$ cat config.mk
export PLATFORM = sky130hd
export DESIGN_NAME = lfsr_generator
export DESIGN_NICKNAME = d
export VERILOG_FILES = /design/src/rtl/lfsr_pkg.sv /design/src/rtl/lfsr_generator_step.sv /design/src/rtl/lfsr_generator.sv
export SDC_FILE = /design/constraint.sdc
export NUM_CORES = 1
export LEC_CHECK = 0
export ABC_CLOCK_PERIOD_IN_PS = 6100
export CAP_MARGIN = 20
export CORE_MARGIN = 4
export CORE_UTILIZATION = 45
export DETAILED_ROUTE_END_ITERATION = 6
export GPL_TIMING_DRIVEN = 1
export MAX_ROUTING_LAYER = met4
export PLACE_DENSITY = 0.71
export RECOVER_POWER = 100
export SETUP_SLACK_MARGIN = 0.02
export SLEW_MARGIN = 15
export SYNTH_ARGS = -nofsm -noshare
export SYNTH_HDL_FRONTEND = slang
export SYNTH_HIERARCHICAL = 1
export SYNTH_SLANG_ARGS = --single-unit
export TNS_END_PERCENT = 20
$ cat constraint.sdc
create_clock -name clk -period 6.1 [get_ports clk]
set_clock_uncertainty 0.1 [all_clocks]
set_input_delay 0.61 -clock clk [delete_from_list [all_inputs] [get_ports clk]]
set_output_delay 0.61 -clock clk [all_outputs]
set_load 0.02 [all_outputs]
$ cat src/rtl/lfsr_pkg.sv
// lfsr_pkg: shared LFSR width, tap mask, default seed, FSM encoding and helpers
package lfsr_pkg;
  localparam int LFSR_W = 8;
  localparam logic [LFSR_W-1:0] TAP_MASK = 8'h65;
  localparam logic [LFSR_W-1:0] DEFAULT_SEED = 8'h01;
  typedef enum logic {S_RUN, S_INJECT} state_t;
  function automatic logic [LFSR_W-1:0] guard_seed(input logic [LFSR_W-1:0] s, input logic [LFSR_W-1:0] d);
    return (s == '0) ? d : s;
  endfunction
  function automatic logic [7:0] sat_inc(input logic [7:0] v);
    return (v == 8'hFF) ? v : v + 8'd1;
  endfunction
endpackage

$ cat src/rtl/lfsr_generator_step.sv
// lfsr_step: combinational Galois next-state function built from TAP_MASK
module lfsr_step
  import lfsr_pkg::*;
(
  input  logic [LFSR_W-1:0] i_q,
  output logic [LFSR_W-1:0] o_n
);
  assign o_n = {i_q[LFSR_W-2:0], 1'b0} ^ (i_q[LFSR_W-1] ? TAP_MASK : '0);
endmodule

$ cat src/rtl/lfsr_generator.sv
// lfsr_generator: 8-bit Galois LFSR source with seed reload, period measurement and error injection (LFSR_GEN_INJECT_EN)
module lfsr_generator
  import lfsr_pkg::*;
#(
  parameter logic [7:0] SEED        = DEFAULT_SEED,
  parameter int         INJECT_LEN  = 4,
  parameter logic [7:0] INJECT_MASK = 8'h01
) (
  input  logic       clk,
  input  logic       i_reset,
  input  logic       i_valid,
  input  logic       i_soft_reset,
  input  logic [7:0] i_seed,
  input  logic       i_inject,
  output logic [7:0] o_LFSR,
  output logic       o_valid,
  output logic       o_inject_busy,
  output logic       o_wrap,
  output logic [7:0] o_period
);
  logic [7:0] r_lfsr, r_seed, r_per_cnt, r_period;
  logic [7:0] w_step, w_seed_g;
  logic       r_valid, r_wrap, w_hit;
  lfsr_step u_step (.i_q(r_lfsr), .o_n(w_step));
  assign w_seed_g = guard_seed(i_seed, SEED);
  assign w_hit    = i_valid && (w_step == r_seed);
  // LFSR state, loaded seed, period counter and output flags
  always_ff @(posedge clk) begin
    if (i_reset) begin
      r_lfsr    <= SEED;
      r_seed    <= SEED;
      r_per_cnt <= '0;
      r_period  <= '0;
      r_valid   <= 1'b0;
      r_wrap    <= 1'b0;
    end else if (i_soft_reset) begin
      r_lfsr    <= w_seed_g;
      r_seed    <= w_seed_g;
      r_per_cnt <= '0;
      r_valid   <= 1'b0;
      r_wrap    <= 1'b0;
    end else begin
      r_valid <= i_valid;
      r_wrap  <= w_hit;
      if (i_valid) begin
        r_lfsr    <= w_step;
        r_per_cnt <= w_hit ? 8'h00 : sat_inc(r_per_cnt);
        if (w_hit) r_period <= sat_inc(r_per_cnt);
      end
    end
  end
  assign o_valid  = r_valid;
  assign o_wrap   = r_wrap;
  assign o_period = r_period;
`ifdef LFSR_GEN_INJECT_EN
  state_t     r_state, w_state_nxt;
  logic [3:0] r_inj_cnt, w_inj_cnt_nxt;
  // injection FSM state register
  always_ff @(posedge clk) begin
    if (i_reset) begin
      r_state   <= S_RUN;
      r_inj_cnt <= '0;
    end else begin
      r_state   <= w_state_nxt;
      r_inj_cnt <= w_inj_cnt_nxt;
    end
  end
  // burst start on a valid request, countdown on valid edges, abort on soft reset
  always_comb begin
    w_state_nxt   = r_state;
    w_inj_cnt_nxt = r_inj_cnt;
    if (i_soft_reset) begin
      w_state_nxt   = S_RUN;
      w_inj_cnt_nxt = '0;
    end else if (i_valid && r_state == S_RUN && i_inject) begin
      w_state_nxt   = S_INJECT;
      w_inj_cnt_nxt = 4'(INJECT_LEN);
    end else if (i_valid && r_state == S_INJECT) begin
      w_inj_cnt_nxt = r_inj_cnt - 4'd1;
      w_state_nxt   = (r_inj_cnt == 4'd1) ? S_RUN : S_INJECT;
    end
  end
  assign o_inject_busy = (r_state == S_INJECT);
  assign o_LFSR        = r_lfsr ^ ((r_state == S_INJECT) ? INJECT_MASK : 8'h00);
`else
  logic w_unused;
  assign w_unused      = ^{i_inject, INJECT_MASK, 4'(INJECT_LEN)};
  assign o_inject_busy = 1'b0;
  assign o_LFSR        = r_lfsr;
`endif
endmodule

# --- After elaboration in Yosys (flattened, before gate mapping) ---
# Index checks and enable logic that the tools add are counted.
totals:
  regBits: 34
  latchBits: 0
  ramBits: 0
  rom_bits: 0
  input_bits: 13
  word_cells: 22
  memories: 0
classes:
  addsub: 1
  mul: 0
  div: 0
  magnitude_cmp: 0
  eq_ne: 2
  n_shift: 0
  mux: 6
  bitwise_logic: 2
  reduce_logical: 5
ops:
  columns: ["op", "n"]
  rows:
  - ["8-bit two-way mux", 5]
  - ["8-bit by 1-bit adder with 8-bit output, second input constant", 1]
  - ["8-bit equality test", 1]
  - ["8-bit equality test, second input constant", 1]
  - ["8-bit logical NOT", 1]
  - ["8-bit XOR", 1]
  - ["7-bit two-way mux", 1]
  - ["3-bit AND reduction", 1]
  - ["2-bit nonzero test", 1]
  - ["2-bit OR reduction", 1]
  - ["1-bit logical AND", 1]
  - ["1-bit NOT", 1]

# --- Longest topological paths before layout ---
# Gate-level depths: netlist (run 1).
depth:
  word_depth: 5
  depth_mapped: 7
  mapped_depth_nobuf: 6

# --- By module ---
# Netlist (run 1), hierarchy kept.
by_module_without_submodules:
  columns: ["module", "n_inst", "cells_each", "area_per_inst_um2", "seq_area_each_um2"]
  rows:
  - ["lfsr_generator", 1, 185, 1606.5, 680.7]
  - ["lfsr_step", 1, 8, 63.8, 0.0]

# --- Worst setup path after synthesis (run 1) ---
# OpenSTA, ideal clock, no wires.
synth_path:
  path_type: "register to register"
  start: "register r_lfsr[7], in the netlist o_LFSR[7]"
  end: "register r_period[0], in the netlist o_period[0]"
  arrival_time_ps: 1854
  setup_slack_ps: 4018
  stages_incl_launch_ff: 7
  path_buffers: 0
  cell_sequence: "dfxtp_1 > xor2_1 > xnor2_1 > nand4_2 > nor4_4 > mux2i_1 > nor2_1"
synth_via:
  elab_chain_len: 5
synth_lines:
  columns: ["element", "line_no", "source"]
  rows:
  - ["from (decl)", "lfsr_generator.sv:21", "logic [7:0] r_lfsr, r_seed, r_per_cnt, r_period;"]
  - ["from (signal assigned)", "lfsr_generator.sv:37", "r_lfsr <= w_seed_g;"]
  - ["from (signal assigned)", "lfsr_generator.sv:46", "r_lfsr <= w_step;"]
  - ["7-bit two-way mux", "lfsr_generator_step.sv:8", "assign o_n = {i_q[LFSR_W-2:0], 1'b0} ^ (i_q[LFSR_W-1] ? TAP_MASK : '0);"]
  - ["8-bit XOR", "lfsr_generator_step.sv:8", null]
  - ["named net w_step[5]", "lfsr_generator.sv:22", "logic [7:0] w_step, w_seed_g;"]
  - ["8-bit equality test", "lfsr_generator.sv:26", "assign w_hit = i_valid && (w_step == r_seed);"]
  - ["1-bit logical AND", "lfsr_generator.sv:26", null]
  - ["3-bit AND reduction (no line)", null, null]
  - ["to (signal assigned)", "lfsr_generator.sv:48", "if (w_hit) r_period <= sat_inc(r_per_cnt);"]
  - ["to (decl)", "lfsr_generator.sv:21", null]
# The timed path passes the listed nets, and every way through them passes these cells.
# A chain may end at the register's enable or synchronous reset.

# --- Final worst setup path (run 1) ---
layout_path:
  start: "input i_valid"
  end: "register r_period[3], in the netlist o_period[3]"
layout_via:
  elab_chain_len: 2
layout_lines:
  columns: ["element", "line_no", "source"]
  rows:
  - ["from (decl)", "lfsr_generator.sv:11", "input logic i_valid,"]
  - ["1-bit logical AND", "lfsr_generator.sv:26", null]
  - ["3-bit AND reduction (no line) (*)", null, null]
# Mark *: on every way between the ends. The rest lies on a longest branch, timed or not.

==> metrics, run 1 <==
Longest Clk Path Bufs 2; # rows 21; most frequent cell after synthesis dfxtp_1; Net Sw Power about 130 uW; Die ar. about 4800 um2; internal power around 380 uW; # placed instances 249; CTS root buffer clkbuf_8; failing checks max-capacitance violations, max-slew violations; largest net degree at the start of global routing 29; most used routing layer met2; number of synthesis warnings 6; Max VDD drop about 0.16 mV; Worst-Margin Slew around 2.1 ns; Die Wd 68.93 um; commonest register cell after synthesis dfxtp_1; Final period util 0.6702; outcome complete, but fails checks; crit path cell chain dlygate4sd3_1 -> nand2_1 -> nor4_1 -> o211ai_1 -> a21oi_1; critical path's slowest cell nor4_1; worst reg2reg startpoint o_LFSR[7]$_SDFFE_PP0P_; Fillers 317; HPWL after DPL between 2000 and 2500 um; Crit. End Element flop; final max-slew violation count 10; drt pass-1 iters 4; CTS H-tree depth 2; post_cts resized 0; crit path capture o_period[3]$_SDFFE_PP0P_; grt ovf 0; number of remaining DRC errors 0; routability cong. about 0.86; Power per Cell Area between 200 and 250 nW/um2; layout cells sized above 1 0.06161; Avg Inst Size Synth 8.655 um2; RSZ-0062 raised after global routing false; routed vias approximately 1300; # IOs 32; Setup Fix Bufs, Post-CTS 0; via density per instance approximately 5.2; asr flop ratio synth 0; Total Routed Length ~3400 um; Worst Hold Class reg -> reg; global routing met2 resource utilization 0.2845; Yosys reg bits 34; initial antenna violation count 0; Switching Fraction 0.2486; sequential fraction of the synthesis area 0.4075; Yosys top cell by area dfxtp_1; Leak 0.8202 nW; worst slew margin relative to its limit -0.4069; Max Fclk roughly 240 MHz; cells on worst reg2reg path 6; CP max stage delay 1.71 ns; Clock Power Share 0.412; Seq pwr share 0.469; Post-DRT Antenna Nets 0; required time worst endpoint ~6.2 ns; Synth area leaders dfxtp_1, mux2i_1, nor2_1, a21oi_1, xnor2_1; worst-path fanout max 24; CTS tree done; mean routed wirelength per cell 13.22 um; Tmin final a little over 4 ns; max-cap viol count 1; Reg clk slew, reported paths roughly 0.080 ns; met3 usage in global routing 0.04214; combinational fraction of design power 0.120; Mapped Area 1670 um2; startpoint types primary input; post-route non-filler standard cell count approximately 260; slack of the worst reg-to-reg path about 2.7 ns; hold buffers post-CTS 0; crit path from i_valid; # nets final between 200 and 250; Post-synth EDFFs 0; post-synthesis cell count around 190; Die H between 60 and 70 um; Setup-failing EPs final 0; CTS Sinks 34; met1 Use GR 0.1828; Initial Util 0.4816; library cells used by synthesis 36; Diodes inserted 0; Post-synth top cells dfxtp_1, nor2_1, mux2i_1; I/O Buffers 29; WS Path Type in -> reg; CTS Buf Count 5; Setup TNS 0 ns; global-route wire length before repair between 5000 and 6000 um; drt initial violations between 60 and 70; CORE AREA 3468 um2; CP arrival roughly 4.2 ns; Worst R2R End o_period[3]$_SDFFE_PP0P_; post-synth top area share 0.4075; post-synthesis to final-layout area growth 21.20%; Worst-Skew Late Latency slightly below 0.3 ns; Syn Nets a little over 200; Final Hold Violating Endpoints 0; vias in the first global route between 1000 and 1500; Tot GR Track Use 0.1667
[critical path: cells and delay by family]
kind,cells,cell delay (ns)
AOI/OAI and AO/OA,2,0.47
buffers and inverters,1,1.21
and+or+nand+nor,2,1.91
[cell families (layout without fill, tap and decap cells)]
| logic type | after synthesis | in the layout | synth area share |
|---|---|---|---|
| AO/OA/AOI/OAI | 29 | 29 | 0.09589 |
| adder cells (fa/ha/maj) | 1 | 1 | 0.007489 |
| XOR/XNOR | 13 | 13 | 0.06817 |
| AND/OR/NAND/NOR | 69 | 69 | 0.2053 |
| flip-flops | 34 | 34 | 0.4075 |
| multiplexers | 25 | 25 | 0.1513 |
| other | 1 | 1 | 0.002245 |
| buffers and inverters | 21 | 39 | 0.06216 |
[metal layers]
layer,part of all wire,up-vias
li1,-,686
met5,0,-
met2,0.49,36
met1,0.45,614
met3,0.041,8
met4,0.018,0
[metrics by stage]
step / utilization / power (mW) / setup slack, ns / area, um2 / hold WS (ns)
6_report: 0.5837 / 0.5049 / 2.012 / 2024 / 0.3708
5_1_grt: 0.5837 / 0.5257 / 1.747 / 2024 / 0.3925
4_1_cts: 0.5880 / 0.5125 / 3.071 / 2039 / 0.3740
3_5_place_dp: 0.5552 / 0.3062 / 2.766 / 1926 / 0.3619
3_3_place_gp: 0.5552 / 0.3046 / 2.811 / 1926 / 0.3557
2_1_floorplan: - / 0.2863 / 4.018 / 1670 / 0.3429
[area by class of cell]
cell class                 instances  area, um2  area share
tap                               46      57.56     0.02843
clock buffer                       5      68.82     0.03399
inverter                           1      3.754    0.001854
sequential                        34      680.7      0.3362
timing repair buffer              30      297.8      0.1471
multi-input combinational        138      870.8      0.4302
clock inverter                     3      45.04     0.02225
[state kept, by name, summed over array words and instances (netlist names)]
name and cells:
o_period 8, r_seed 8, r_per_cnt 8, o_LFSR 8, o_valid 1, o_wrap 1
[how the worst min path moves through the flow]
stage	start	endpoint	slack (ns)	depth (start not counted)
after floorplan	r_seed[0]$_SDFFE_PP1P_	r_seed[0]$_SDFFE_PP1P_	0.34	2
after global placement	r_seed[0]$_SDFFE_PP1P_	r_seed[0]$_SDFFE_PP1P_	0.36	2
after detailed placement	r_seed[0]$_SDFFE_PP1P_	r_seed[0]$_SDFFE_PP1P_	0.36	2
after CTS	r_seed[0]$_SDFFE_PP1P_	r_seed[0]$_SDFFE_PP1P_	0.37	2
after global routing	r_seed[0]$_SDFFE_PP1P_	r_seed[0]$_SDFFE_PP1P_	0.39	2
final	r_seed[0]$_SDFFE_PP1P_	r_seed[0]$_SDFFE_PP1P_	0.37	2
[power by group through the flow]
stage	Sequential (mW)	Clock [mW]	Combinational, mW
floorplan	0.244	0	0.0419
global placement	0.242	0	0.0629
detailed placement	0.242	0	0.0642
CTS	0.237	0.211	0.0644
global route	0.238	0.222	0.0664
finish	0.237	0.208	0.0604
[cell usage in the layout, fill, tap and decap left out, types with 2 or more instances in the layout]
master	netlist	routed
clkinvlp_4	0	2
o21ai_0	4	4
xor2_1	5	5
mux2i_1	23	23
and2_1	2	2
dfxtp_1	34	34
nor3_1	3	3
and3_1	2	2
a21o_1	2	2
nand2_1	6	6
clkdlybuf4s50_1	0	9
nor4_1	1	2
dlygate4sd3_1	0	20
clkbuf_8	0	5
nand3_1	12	12
mux2_2	2	2
xnor2_1	8	8
a21oi_1	18	18
nor2_1	32	32
nand2b_1	4	4
Note: power is estimated with default switching activity, not from simulation.
==> run 2, diff against run 1 <==
- ABC_CLOCK_PERIOD_IN_PS: 6100 -> 3800
- clock period: 6.1 -> 3.8 ns (I/O delays scaled with it)
==> metrics, run 2 (same netlist as run 1, synthesis figures left out) <==
outcome completed; Worst-Skew Late Latency 0.27 ns; RSZ-0062 raised after global routing false; WS Path Type reg -> reg; Setup TNS 0 ns; Hold Path Stages 2; post_cts resized 0; HPWL after DPL approximately 2500 um; CTS tree done; cell count along the critical path 6; Tmin final roughly 2.7 ns; # nets final between 200 and 250; Initial Util 0.4816; required time worst endpoint 3.88 ns; Diodes inserted 0; CTS H-tree depth 2; Tot GR Track Use 0.1726; CP arrival 2.82 ns; Post-DRT Antenna Nets 0; CTS Buf Count 5; # rows 21; Crit. End Element flop; Longest Clk Path Bufs 2; Worst-Margin Slew roughly 1.2 ns; Setup-failing EPs final 0; routability cong. 0.8654; Reg clk slew, reported paths around 0.07 ns; CTS Sinks 34; worst-path fanout max 9; most common cell after layout, fill and taps aside dfxtp_1; routed vias 1373; startpoint types flop; slack of the worst reg-to-reg path 1.06 ns; via density per instance between 5 and 6; drt initial violations ~100; mean routed wirelength per cell around 14 um; # IOs 32; drt pass-1 iters 4; Final period util 0.7212; worst slew margin relative to its limit 0.1701; CTS root buffer clkbuf_8; I/O Buffers 29; fin util 0.5812; Final Hold Violating Endpoints 0; highest-count cells in the layout ignoring fill and taps dfxtp_1, nor2_1, mux2i_1, dlygate4sd3_1, a21oi_1; CORE AREA around 3500 um2; final max-slew violation count 0; Setup Fix Bufs, Post-CTS 0; cells on worst reg2reg path 6; Fillers 336; hold buffers post-CTS 0; critical path's slowest cell nor4_2; Bufs and invs on worst path 0; max-cap viol count 0; Die Wd between 60 and 70 um; grt ovf 0; CP max stage delay around 1.0 ns; crit path cell chain xor2_1 -> xnor2_1 -> nand4_2 -> nor4_2 -> nor2_1 -> a211oi_1; Die H 68.93 um; CP delay by family, top simple AND/OR/NAND/NOR gates; layout cells sized above 1 0.06604; initial antenna violation count 0; largest net degree at the start of global routing 29; Die ar. approximately 4800 um2; vias in the first global route 1392; Max Fclk between 300 and 400 MHz; global-route wire length before repair roughly 5900 um; total power 747.2 uW; Worst Hold Class reg -> reg; Total Routed Length around 3500 um; Max VDD drop 0.2408 mV; post-synthesis to final-layout area growth 20.67%; Power per Cell Area approximately 370 nW/um2; number of remaining DRC errors 0; Leak about 0.8 nW
[run 2: changes by cell type in the layout (fill, tap and decap cells not counted)]
cell | previous run | this run
clkdlybuf4s50_1 | 9 | 10
and2_1 | 2 | 1
clkinv_2 | 0 | 1
clkbuf_1 | 0 | 1
bufinv_16 | 1 | 0
clkbuf_8 | 5 | 6
clkinvlp_4 | 2 | 0
buf_4 | 1 | 2
dlygate4sd3_1 | 20 | 19
nor4_2 | 0 | 1
and2_0 | 0 | 1
nor4_1 | 2 | 1
[run 2: final cells by class]
cell class	instances	area, um2	area share
Tap cell	46	57.56	0.02855
Timing Repair Buffer	31	305.3	0.1515
Inverter	1	3.754	0.001862
Sequential cell	34	680.7	0.3377
Multi-Input combinational cell	138	877.1	0.4351
Clock buffer	7	86.33	0.04283
Clock inverter	1	5.005	0.002483
[run 2: report_power, final]
group / internal [mW] / switching (mW)
registers: 0.369 / 0.0118
clock network: 0.146 / 0.122
logic: 0.0464 / 0.0525
[run 2: path summary, 6_finish.rpt]
| path | from | endpoint |
|---|---|---|
| worst max register to register | o_LFSR[7]$_SDFFE_PP0P_ | o_period[1]$_SDFFE_PP0P_ |
| worst min-delay path | r_seed[0]$_SDFFE_PP1P_ | r_seed[0]$_SDFFE_PP1P_ |
| worst min register to register | r_seed[0]$_SDFFE_PP1P_ | r_seed[0]$_SDFFE_PP1P_ |
| worst max-delay path | o_LFSR[7]$_SDFFE_PP0P_ | o_period[1]$_SDFFE_PP0P_ |
[run 2: layer usage]
metal | global-route usage | up-vias | part of all wire
met5 | - | - | 0
met4 | 0.06569 | 0 | 0.020
met3 | 0.05186 | 9 | 0.038
met2 | 0.3131 | 32 | 0.52
met1 | 0.1729 | 646 | 0.43
li1 | - | 686 | -
[run 2: worst min-delay path, stage by stage, from the launching register on]
cell and delay, ns:
dfxtp_1 0.32, inv_1 0.05, o21ai_0 0.06
[run 2: metrics by stage]
stage	setup slack (ns)	hold slack (ns)	area, um2	instances
after floorplan	1.718	0.3429	1670	193
after global placement	1.246	0.3554	1933	250
after detailed placement	1.179	0.3697	1933	250
after CTS	1.406	0.3795	2024	258
after global routing	0.8863	0.4155	2016	258
final	1.059	0.3742	2016	258
